### src/rtl/sprite_drawer.sv
// Rectangle sweep engine: latches a sprite origin and colour on a start strobe,
// then emits one registered pixel per clock in raster order, clipping off-screen pixels.
module sprite_drawer #(
  parameter int          BOX_W        = 4,
  parameter int          BOX_H        = 4,
  parameter int          SCREEN_W     = 160,
  parameter int          SCREEN_H     = 120,
  parameter logic [2:0]  ERASE_COLOUR = 3'b000
) (
  input  logic       CLOCK_50,
  input  logic       resetn,
  input  logic       draw_frame,
  input  logic       erase,
  input  logic [7:0] pos_x,
  input  logic [6:0] pos_y,
  input  logic [2:0] colour,
  output logic [7:0] vga_x,
  output logic [6:0] vga_y,
  output logic [2:0] vga_colour,
  output logic       plot,
  output logic       busy,
  output logic       done
);

  typedef enum logic [1:0] {IDLE, DRAW, DONE} state_t;

  localparam logic [3:0] LAST_X = 4'(BOX_W - 1);
  localparam logic [3:0] LAST_Y = 4'(BOX_H - 1);
  localparam logic [8:0] SCR_W  = 9'(SCREEN_W);
  localparam logic [7:0] SCR_H  = 8'(SCREEN_H);

  state_t     state_q, state_d;
  logic [3:0] cx_q, cx_d, cy_q, cy_d;
  logic [7:0] base_x_q, base_x_d;
  logic [6:0] base_y_q, base_y_d;
  logic [2:0] col_q, col_d;
  logic [7:0] vga_x_q, vga_x_d;
  logic [6:0] vga_y_q, vga_y_d;
  logic [2:0] vga_colour_q, vga_colour_d;
  logic       plot_q, plot_d, busy_q, busy_d, done_q, done_d;
  logic [8:0] sum_x;
  logic [7:0] sum_y;

  always_comb begin
    state_d  = state_q;
    cx_d     = cx_q;
    cy_d     = cy_q;
    base_x_d = base_x_q;
    base_y_d = base_y_q;
    col_d    = col_q;

    // Counters always name the pixel presented in the cycle after this edge.
    case (state_q)
      IDLE: begin
        if (draw_frame) begin
          base_x_d = pos_x;
          base_y_d = pos_y;
          col_d    = erase ? ERASE_COLOUR : colour;
          cx_d     = 4'd0;
          cy_d     = 4'd0;
          state_d  = DRAW;
        end
      end
      DRAW: begin
        if (cx_q == LAST_X && cy_q == LAST_Y) begin
          state_d = DONE;
        end else if (cx_q == LAST_X) begin
          cx_d = 4'd0;
          cy_d = cy_q + 4'd1;
        end else begin
          cx_d = cx_q + 4'd1;
        end
      end
      DONE:    state_d = IDLE;
      default: state_d = IDLE;
    endcase

    // Sums are one bit wider than the ports so clipping sees the true coordinate.
    sum_x = {1'b0, base_x_d} + {5'b0, cx_d};
    sum_y = {1'b0, base_y_d} + {4'b0, cy_d};

    plot_d       = 1'b0;
    busy_d       = 1'b0;
    done_d       = 1'b0;
    vga_x_d      = 8'd0;
    vga_y_d      = 7'd0;
    vga_colour_d = 3'd0;
    case (state_d)
      DRAW: begin
        busy_d       = 1'b1;
        vga_x_d      = sum_x[7:0];
        vga_y_d      = sum_y[6:0];
        vga_colour_d = col_d;
        plot_d       = (sum_x < SCR_W) && (sum_y < SCR_H);
      end
      DONE: begin
        busy_d       = 1'b1;
        done_d       = 1'b1;
        vga_x_d      = vga_x_q;
        vga_y_d      = vga_y_q;
        vga_colour_d = vga_colour_q;
      end
      default: ;
    endcase
  end

  always_ff @(posedge CLOCK_50) begin
    if (!resetn) begin
      state_q      <= IDLE;
      cx_q         <= 4'd0;
      cy_q         <= 4'd0;
      base_x_q     <= 8'd0;
      base_y_q     <= 7'd0;
      col_q        <= 3'd0;
      vga_x_q      <= 8'd0;
      vga_y_q      <= 7'd0;
      vga_colour_q <= 3'd0;
      plot_q       <= 1'b0;
      busy_q       <= 1'b0;
      done_q       <= 1'b0;
    end else begin
      state_q      <= state_d;
      cx_q         <= cx_d;
      cy_q         <= cy_d;
      base_x_q     <= base_x_d;
      base_y_q     <= base_y_d;
      col_q        <= col_d;
      vga_x_q      <= vga_x_d;
      vga_y_q      <= vga_y_d;
      vga_colour_q <= vga_colour_d;
      plot_q       <= plot_d;
      busy_q       <= busy_d;
      done_q       <= done_d;
    end
  end

  assign vga_x      = vga_x_q;
  assign vga_y      = vga_y_q;
  assign vga_colour = vga_colour_q;
  assign plot       = plot_q;
  assign busy       = busy_q;
  assign done       = done_q;

endmodule

### config.mk
export PLATFORM = sky130hd
export DESIGN_NAME = sprite_drawer
export DESIGN_NICKNAME = d
export VERILOG_FILES = /design/src/rtl/sprite_drawer.sv
export SDC_FILE = /design/constraint.sdc
export NUM_CORES = 1
export LEC_CHECK = 0
export ABC_CLOCK_PERIOD_IN_PS = 6900
export BUFFER_PORTS_ARGS = -buffer_cell sky130_fd_sc_hd__buf_2
export CAP_MARGIN = 20
export CORE_UTILIZATION = 37
export DETAILED_ROUTE_END_ITERATION = 12
export GPL_TIMING_DRIVEN = 0
export PLACE_DENSITY_LB_ADDON = 0.12
export RECOVER_POWER = 50
export SLEW_MARGIN = 5
export SYNTH_ARGS = -nofsm -noshare
export SYNTH_HDL_FRONTEND = slang
export SYNTH_SLANG_ARGS = --single-unit
### constraint.sdc
create_clock -name CLOCK_50 -period 6.9 [get_ports CLOCK_50]
set_input_delay 1.035 -clock CLOCK_50 [delete_from_list [all_inputs] [get_ports CLOCK_50]]
set_output_delay 1.035 -clock CLOCK_50 [all_outputs]
set_load 0.05 [all_outputs]
# Yosys cells after proc, flatten, opt, wreduce, memory -nomap -nowiden
# Cells that the tools add are included.
# totals
output_inout_bits	21
regBits	49
word_cells	51
# classes
n_eq_ne	5
order_cmp	2
reduce_logical	5
n_addsub	4
muxes	23
# ops
op	n
$mux W4	6
$mux W8	2
$pmux W4 S2	2
$pmux W8 S2	1
$mux W7	2
$pmux W7 S2	1
$add A8 B4 Y9	1
$lt A9 B8 Y1 const B	1
$mux W3	3
$add A4 B1 Y4 const B	2
$add A7 B4 Y8	1
$eq A4 B2 Y1 const B	2
$lt A8 B7 Y1 const B	1
$pmux W3 S2	1
$eq A2 B1 Y1 const B	2
$mux W2	2
$pmux W2 S2	1
$eq A2 B2 Y1 const B	1
$logic_and A1 B1 Y1	2
$logic_not A2 Y1	1
$mux W1	2
$reduce_and A2 Y1	1
$reduce_or A2 Y1	1

# Depth between registers and ports, before layout
# Gate-level depths: netlist of the first run.
# depth
ltp_word	7
mapped_depth	16
depth_no_buf	15

# Worst setup path before layout of the first run
# OpenSTA, ideal clock, no wires.
# synth_path
path_kind	input-to-reg
startpoint	input draw_frame
endpoint	register plot_q (netlist: plot)
cell_stages	13
path_buffers	2
slack_ns	3.469
t_arrival_ns	3.328
setup_time_ns	0.103
path_cell_list	nor3b_2 > buf_6 > buf_2 > nand2_1 > nand2_1 > ha_1 > fa_1 > nor4b_1 > nand3_1 > nor3_4 > xor2_1 > a21oi_1 > a2111oi_2
# synth_via
elab_chain_len	5
word_cells_on_any_way	17
classes_between	add/sub (2); order compare (2); eq/ne (1); mux (10); reduce/logical (2)
# synth_rtl
item	line	source
start: declaration	12	input logic draw_frame,
$mux W8	55	if (draw_frame) begin
$mux W8	53	case (state_q)
via base_x_d[0]	34	logic [7:0] base_x_q, base_x_d;
$add A8 B4 Y9	79	sum_x = {1'b0, base_x_d} + {5'b0, cx_d};
$lt A9 B8 Y1	94	plot_d = (sum_x < SCR_W) && (sum_y < SCR_H);
$logic_and A1 B1 Y1	94	
end signal: assignment	131	plot_q <= plot_d;
end: declaration	40	logic plot_q, plot_d, busy_q, busy_d, done_q, done_d;
# The timed path passes the listed nets, and every way through them passes these cells.
# A chain may end at the register's enable or synchronous reset.

# Final worst setup path of the first run
# layout_path
startpoint	input draw_frame
endpoint	register plot_q (netlist: plot)
# layout_via
elab_chain_len	5
word_cells_on_any_way	17
classes_between	add/sub (2); order compare (2); eq/ne (1); mux (10); reduce/logical (2)
# layout_rtl
item	line	source
$mux W7	55	
$mux W7	53	
via base_y_d[0]	35	logic [6:0] base_y_q, base_y_d;
$add A7 B4 Y8	80	sum_y = {1'b0, base_y_d} + {4'b0, cy_d};
$lt A8 B7 Y1	94	
$logic_and A1 B1 Y1	94	
# The timed path passes the listed nets, and every way through them passes these cells.

==> impl_metrics.toml, run 1 <==
[setup_path]
critPathSlowestCell = "clkbuf_1"
cp-startpoint = "draw_frame"
critical_path.max_stage_delay_ns = 0.52
worst-path-stages = 15
critPathMaxFanout = 10
r2r_start = "cx_q[0]"
crit_arrival_ns = 4.50
crit_path_frequent_cell = "clkbuf_1"
reg2reg_depth = 12
r2r_end = "plot"
critPathKind = "input pin to flop"
crit_end = "plot"
startpoint_type = "input pin"
cp.required_ns = 7.11
critPathTopFamily = "buffers and inverters"
path_cells = "clkbuf_1 > nor3b_1 > clkbuf_1 > clkbuf_1 > nand2_1 > nand2_1 > ha_1 > inv_1 > fa_1 > nor2b_1 > nor2_1 > nor3_1 > o31ai_1 > xor2_1 > a2111oi_2"
cp-end-kind = "flop"
reg2reg_slack_ns = 2.78
worst-path-buf-inv = 4

[clock_tree]
htreeDepth = 2
cts_sinks = 49
numCtsBuffers = 5
cts_max_path_buffers = 2
path_clk_slew_ns = 0.09
ctsResizeCount = 0
cts_tree = "built"
cts_hold_buf = 0
cts_setup_buffers = 0
clkLatencyLatePin_ns = 0.30
clockRootBuffer = "clkbuf_8"

[cells_and_area]
fin_nets = 363
fin_util_pct = 43.7
drive_gt1_share_pct = 11.2
syn2layout_area_growth_pct = 13.0
fillCellCount = 674
multi_input_area_um2 = 1380
antenna_cells = 0
regArea_um2 = 981

[synth]
ys_seq_area_share_pct = 39.5
synthCells = 279
synth_nets = 314
synth_warnings = 0
synth_area_um2 = 2480
synth_enable_flop_cells = 0
synth-seq-cells = 49
ys_async_sr_fraction_pct = 0
synth_ff_type = "dfxtp_1"
synthDistinctLibCells = 51
syn_avg_cell_area_um2 = 8.90

[sta]
fmax_mhz = 233
worst_pin_slew_ns = 0.816
timing.final.max_slew_violations = 0
slew-limit-headroom_pct = 44.0
rsz0062_at_grt = "false"
fin_crit_sh_pct = 62.3
tns_ns = 0
period_needed_ns = 4.30
clock_skew_ns = 0.00273
hold_viol = 0
setup_viol = 0

[global_routing]
grt.overflow.total = 0
antenna_found_initial = 0
grt_pass1_wl_mm = 9.23
met1_usage_pct = 22.0
grt_busiest_layer = "met2"
gr-usage-all-layers_pct = 16.7
grt_pass1_vias = 1942
met3_usage_pct = 3.17
grtUsageMet2_pct = 27.3
grt_start_max_net_pins = 16

[floorplan]
die_x_um = 83.9
initial_core_util_pct = 38.7
core_um2 = 6420
io_pins = 43
dieArea_um2 = 7040
die_y_um = 83.9
fp-row-count = 29

[flow_run]
max_cap_viol_count = 0

[drt]
wl_per_cell_um = 13.6
routed_via_density = 5.11
drtIter0Drc = 64
drt_wl_total_mm = 5.54
firstDrtPassIters = 8
ant_nets = 0
drc_errors = 8
vias = 2076

[power]
ir_drop_mv = 0.0752
power.density_nw_per_um2 = 204
cellLeakagePower_nw = 1.19

[min_path]
hold_path_class = "flop to flop"

[placed_design]
routabilityCongestion = 0.789
portBuffers = 42
dp.final_hpwl_mm = 4.27

[outcome]
violations = "design-rule violations"
status = "complete, but fails checks"
[worst min-delay path: stages (launching register included)]
cell     delay (ns)
dfxtp_1        0.33
nand2_1        0.04
o21ai_0        0.05
[per-layer routing]
layer | vias to the layer above | routed length (um)
met4 | 0 | 70
met5 | - | 0
li1 | 1075 | -
met1 | 964 | 2720
met3 | 7 | 178
met2 | 30 | 2570
[cells in the final DEF (no fill, tap or decap), drive strengths merged, types with 9 or more instances in the layout]
master	synthesis	final
ha	11	11
a21oi	11	11
nor2	27	27
inv	9	10
o21ai	22	22
and2	16	16
buf	4	25
mux2i	9	9
dfxtp	49	49
clkbuf	6	33
nand2	37	37
[flip-flops by register name, summed over array words and instances (netlist names)]
name and flops:
plot 1, vga_x 8, base_y_q 7, col_q 3, vga_y 7, cx_q 4
state_q 2, vga_colour 3, base_x_q 8, busy 1, cy_q 4, done 1
[power breakdown]
group	total (mW)	leakage [nW]	switching (mW)	internal, mW
clock	0.174	0.0456	0.102	0.0725
sequential	0.301	0.400	0.00554	0.296
combinational	0.0970	0.740	0.0659	0.0311
[Yosys cell counts (2+ instances only)]
| cell | n | share of area [%] |
|---|---|---|
| nand2_1 | 37 | 5.6 |
| nor2_1 | 27 | 4.1 |
| nor3_1 | 3 | 0.60 |
| nor3b_1 | 4 | 1.2 |
| a31oi_1 | 3 | 0.76 |
| o31ai_1 | 3 | 0.91 |
| o21ai_0 | 19 | 3.8 |
| nand3_1 | 5 | 1.0 |
| ha_1 | 11 | 5.5 |
| inv_1 | 9 | 1.4 |
| fa_1 | 2 | 1.6 |
| and2_1 | 16 | 4.0 |
| mux2i_1 | 6 | 2.4 |
| nand2b_1 | 2 | 0.50 |
| o21ai_1 | 2 | 0.40 |
| xor2_1 | 6 | 2.1 |
| mux2i_4 | 2 | 1.8 |
| nand4b_1 | 2 | 0.71 |
| nor3b_2 | 2 | 1.0 |
| nor2b_1 | 2 | 0.50 |
| dfxtp_1 | 49 | 40 |
| clkbuf_1 | 6 | 0.91 |
| nor4_1 | 2 | 0.50 |
| buf_6 | 2 | 0.91 |
| a21o_1 | 6 | 1.8 |
| a21oi_1 | 11 | 2.2 |
| xnor2_1 | 6 | 2.1 |
| a22o_1 | 5 | 1.8 |
| a32o_1 | 4 | 1.6 |
| or3_1 | 4 | 1.0 |
[cells by family (layout without fill, tap and decap cells)]
kind of cell	Yosys count	after routing	synth area share, %
and+or+nand+nor	114	114	23.6
AOI/OAI and AO/OA	63	63	17.1
DFF	49	49	39.5
buffers and inverters	19	69	3.53
adders and majority gates	13	13	7.16
xor gates and xnor gates	12	12	4.23
muxes	9	9	4.79
[per-stage QoR]
stage                     cell area [um^2]  setup WS, ns  total power [mW]  instances  hold WS (ns)
after CTS                             2880          3.10             0.584        406         0.461
after detailed placement              2790          2.91             0.411        398         0.438
after global placement                2790          2.96             0.411        398         0.432
final                                 2800          2.60             0.573        406         0.455
after global routing                  2800          2.22             0.601        406         0.477
after floorplan                       2480          3.47             0.383        279         0.446
[layout make-up]
cell class | instances | area share (%)
multi-input combinational | 211 | 49.0
sequential | 49 | 35.0
timing repair buffer | 42 | 6.65
tap | 77 | 3.44
clock buffer | 6 | 2.59
buffer | 10 | 1.61
inverter | 9 | 1.20
clock inverter | 2 | 0.491
[how the worst min path moves through the flow]
stage,cells after the start,endpoint,start
2_1_floorplan,2,col_q[2],col_q[2]
3_3_place_gp,2,vga_colour[0],vga_colour[0]
3_5_place_dp,2,vga_x[7],vga_x[7]
4_1_cts,2,vga_x[7],vga_x[7]
5_1_grt,2,vga_x[4],vga_x[4]
6_report,2,vga_x[7],vga_x[7]
No activity file was read; power rests on OpenSTA's default activity.
==> run 2, diff against run 1 <==
ABC_CLOCK_PERIOD_IN_PS = 3900   (was 6900)
clock period = 3.9 ns   (was 6.9 ns; I/O delays follow)
==> impl_metrics.toml, run 2 (synthesis results as in run 1) <==
[outcome]
status = "complete, but fails checks"
violations = "design-rule violations"

[setup_path]
cp.required_ns = 4.11
worst-path-buf-inv = 0
cp-end-kind = "flop"
critPathTopFamily = "compound AO/OA/AOI/OAI gates"
cp-startpoint = "cx_q[0]"
critPathKind = "flop to flop"
path_cells = "ha_1 > nor3b_4 > nand4b_1 > o21ai_1 > a32o_1 > ha_1 > a21o_1 > a311oi_1 > o21ai_1 > o31ai_1 > a21oi_1 > a2111oi_2"
critical_path.max_stage_delay_ns = 0.43
critPathSlowestCell = "o21ai_1"
startpoint_type = "flop"
crit_arrival_ns = 3.83
reg2reg_depth = 12
r2r_start = "cx_q[0]"
critPathMaxFanout = 5
worst-path-stages = 12

[clock_tree]
clockRootBuffer = "clkbuf_8"
path_clk_slew_ns = 0.10
clkLatencyLatePin_ns = 0.31
cts_tree = "built"
numCtsBuffers = 5
cts_sinks = 49
htreeDepth = 2
cts_max_path_buffers = 2

[cells_and_area]
syn2layout_area_growth_pct = 14.3
fin_nets = 366
fillCellCount = 671
final_common_cell = "dfxtp_1"
regArea_um2 = 981
multi_input_area_um2 = 1390
fin_util_pct = 44.2
drive_gt1_share_pct = 12.0
antenna_cells = 0
mostFrequentLayoutCells = "49 x dfxtp_1, 37 x nand2_1, 29 x clkbuf_1"

[floorplan]
die_y_um = 83.9
io_pins = 43
core_um2 = 6420
die_x_um = 83.9
fp-row-count = 29
dieArea_um2 = 7040
initial_core_util_pct = 38.7

[global_routing]
grt_pass1_wl_mm = 9.23
grt.overflow.total = 0
gr-usage-all-layers_pct = 16.7
grt_pass1_vias = 1942
grt_start_max_net_pins = 16
antenna_found_initial = 0

[min_path]
min_path_cells = 2
hold_path_startpoint = "vga_x[7]"
hold_path_class = "flop to flop"

[sta]
fin_crit_sh_pct = 92.8
setup_viol = 0
worst_pin_slew_ns = 0.810
period_needed_ns = 3.62
clock_skew_ns = 0.00363
fmax_mhz = 276
holdWs_ns = 0.455
timing.final.max_slew_violations = 0
hold_viol = 0
slew-limit-headroom_pct = 44.4

[flow_run]
max_cap_viol_count = 0

[drt]
vias = 2071
drt_wl_total_mm = 5.64
ant_nets = 0
firstDrtPassIters = 8
wl_per_cell_um = 13.8
routed_via_density = 5.06
drtIter0Drc = 54
drc_errors = 8

[power]
cellLeakagePower_nw = 1.20
ir_drop_mv = 0.134
power.density_nw_per_um2 = 358

[placed_design]
routabilityCongestion = 0.789
dp.final_hpwl_mm = 4.27
portBuffers = 42
[run 2: cell count changes in the layout (fill, tap and decap cells not counted)]
| cell | previous run | this run |
|---|---|---|
| clkbuf_1 | 28 | 29 |
| nor3b_4 | 0 | 1 |
| buf_4 | 0 | 3 |
| nor3b_1 | 6 | 5 |
| buf_2 | 23 | 22 |
[run 2: stage by stage]
| step | cell area (um^2) | TNS, ns | worst slack (ns) | instances | total power, mW |
|---|---|---|---|---|---|
| global placement | 2790 | 0 | 0.0958 | 398 | 0.727 |
| finish | 2840 | 0 | 0.280 | 409 | 1.02 |
| global route | 2840 | -0.0157 | -0.0157 | 409 | 1.06 |
| CTS | 2880 | 0 | 0.0981 | 406 | 1.03 |
| detailed placement | 2790 | 0 | 0.126 | 398 | 0.728 |
| floorplan | 2480 | 0 | 0.680 | 279 | 0.677 |
[run 2: tightest hold or removal path, delay by kind of cell, from the launching register on]
kind / cells / cell delay (ns)
flops: 1 / 0.33
compound gates: 1 / 0.05
simple gates: 1 / 0.04
[run 2: power by group]
group | internal, mW | total, mW | switching (mW)
clock network | 0.128 | 0.310 | 0.182
logic | 0.0549 | 0.173 | 0.118
registers | 0.523 | 0.533 | 0.00973
total | 0.706 | 1.02 | 0.309
[run 2: worst paths after layout]
check / endpoint / slack, ns
max reg2reg: plot / 0.28
max: plot / 0.28
min: vga_x[7] / 0.46
min reg2reg: vga_x[7] / 0.46
[run 2: what timing repair did]
action                                  4_1_cts  5_1_grt
endpoints found under the hold margin         0        0
setup buffers                                 0        3
resized for setup                             0        1
endpoints found under the setup margin        0        3
hold buffers                                  0        0
[run 2: area by class of cell]
type	count	area share (%)
timing repair buffer	45	7.28
clock buffer	6	2.56
clock inverter	2	0.485
tap	77	3.40
inverter	9	1.19
sequential	49	34.6
multi-input combinational	211	48.9
buffer	10	1.63
[run 2: metal layers]
metal  up-vias  wire [um]  GRT usage, %
met5         -          0             0
met3         7        173          3.17
met1       956       2800          22.0
li1       1079          -             -
met2        29       2610          27.3
met4         0         67          5.64
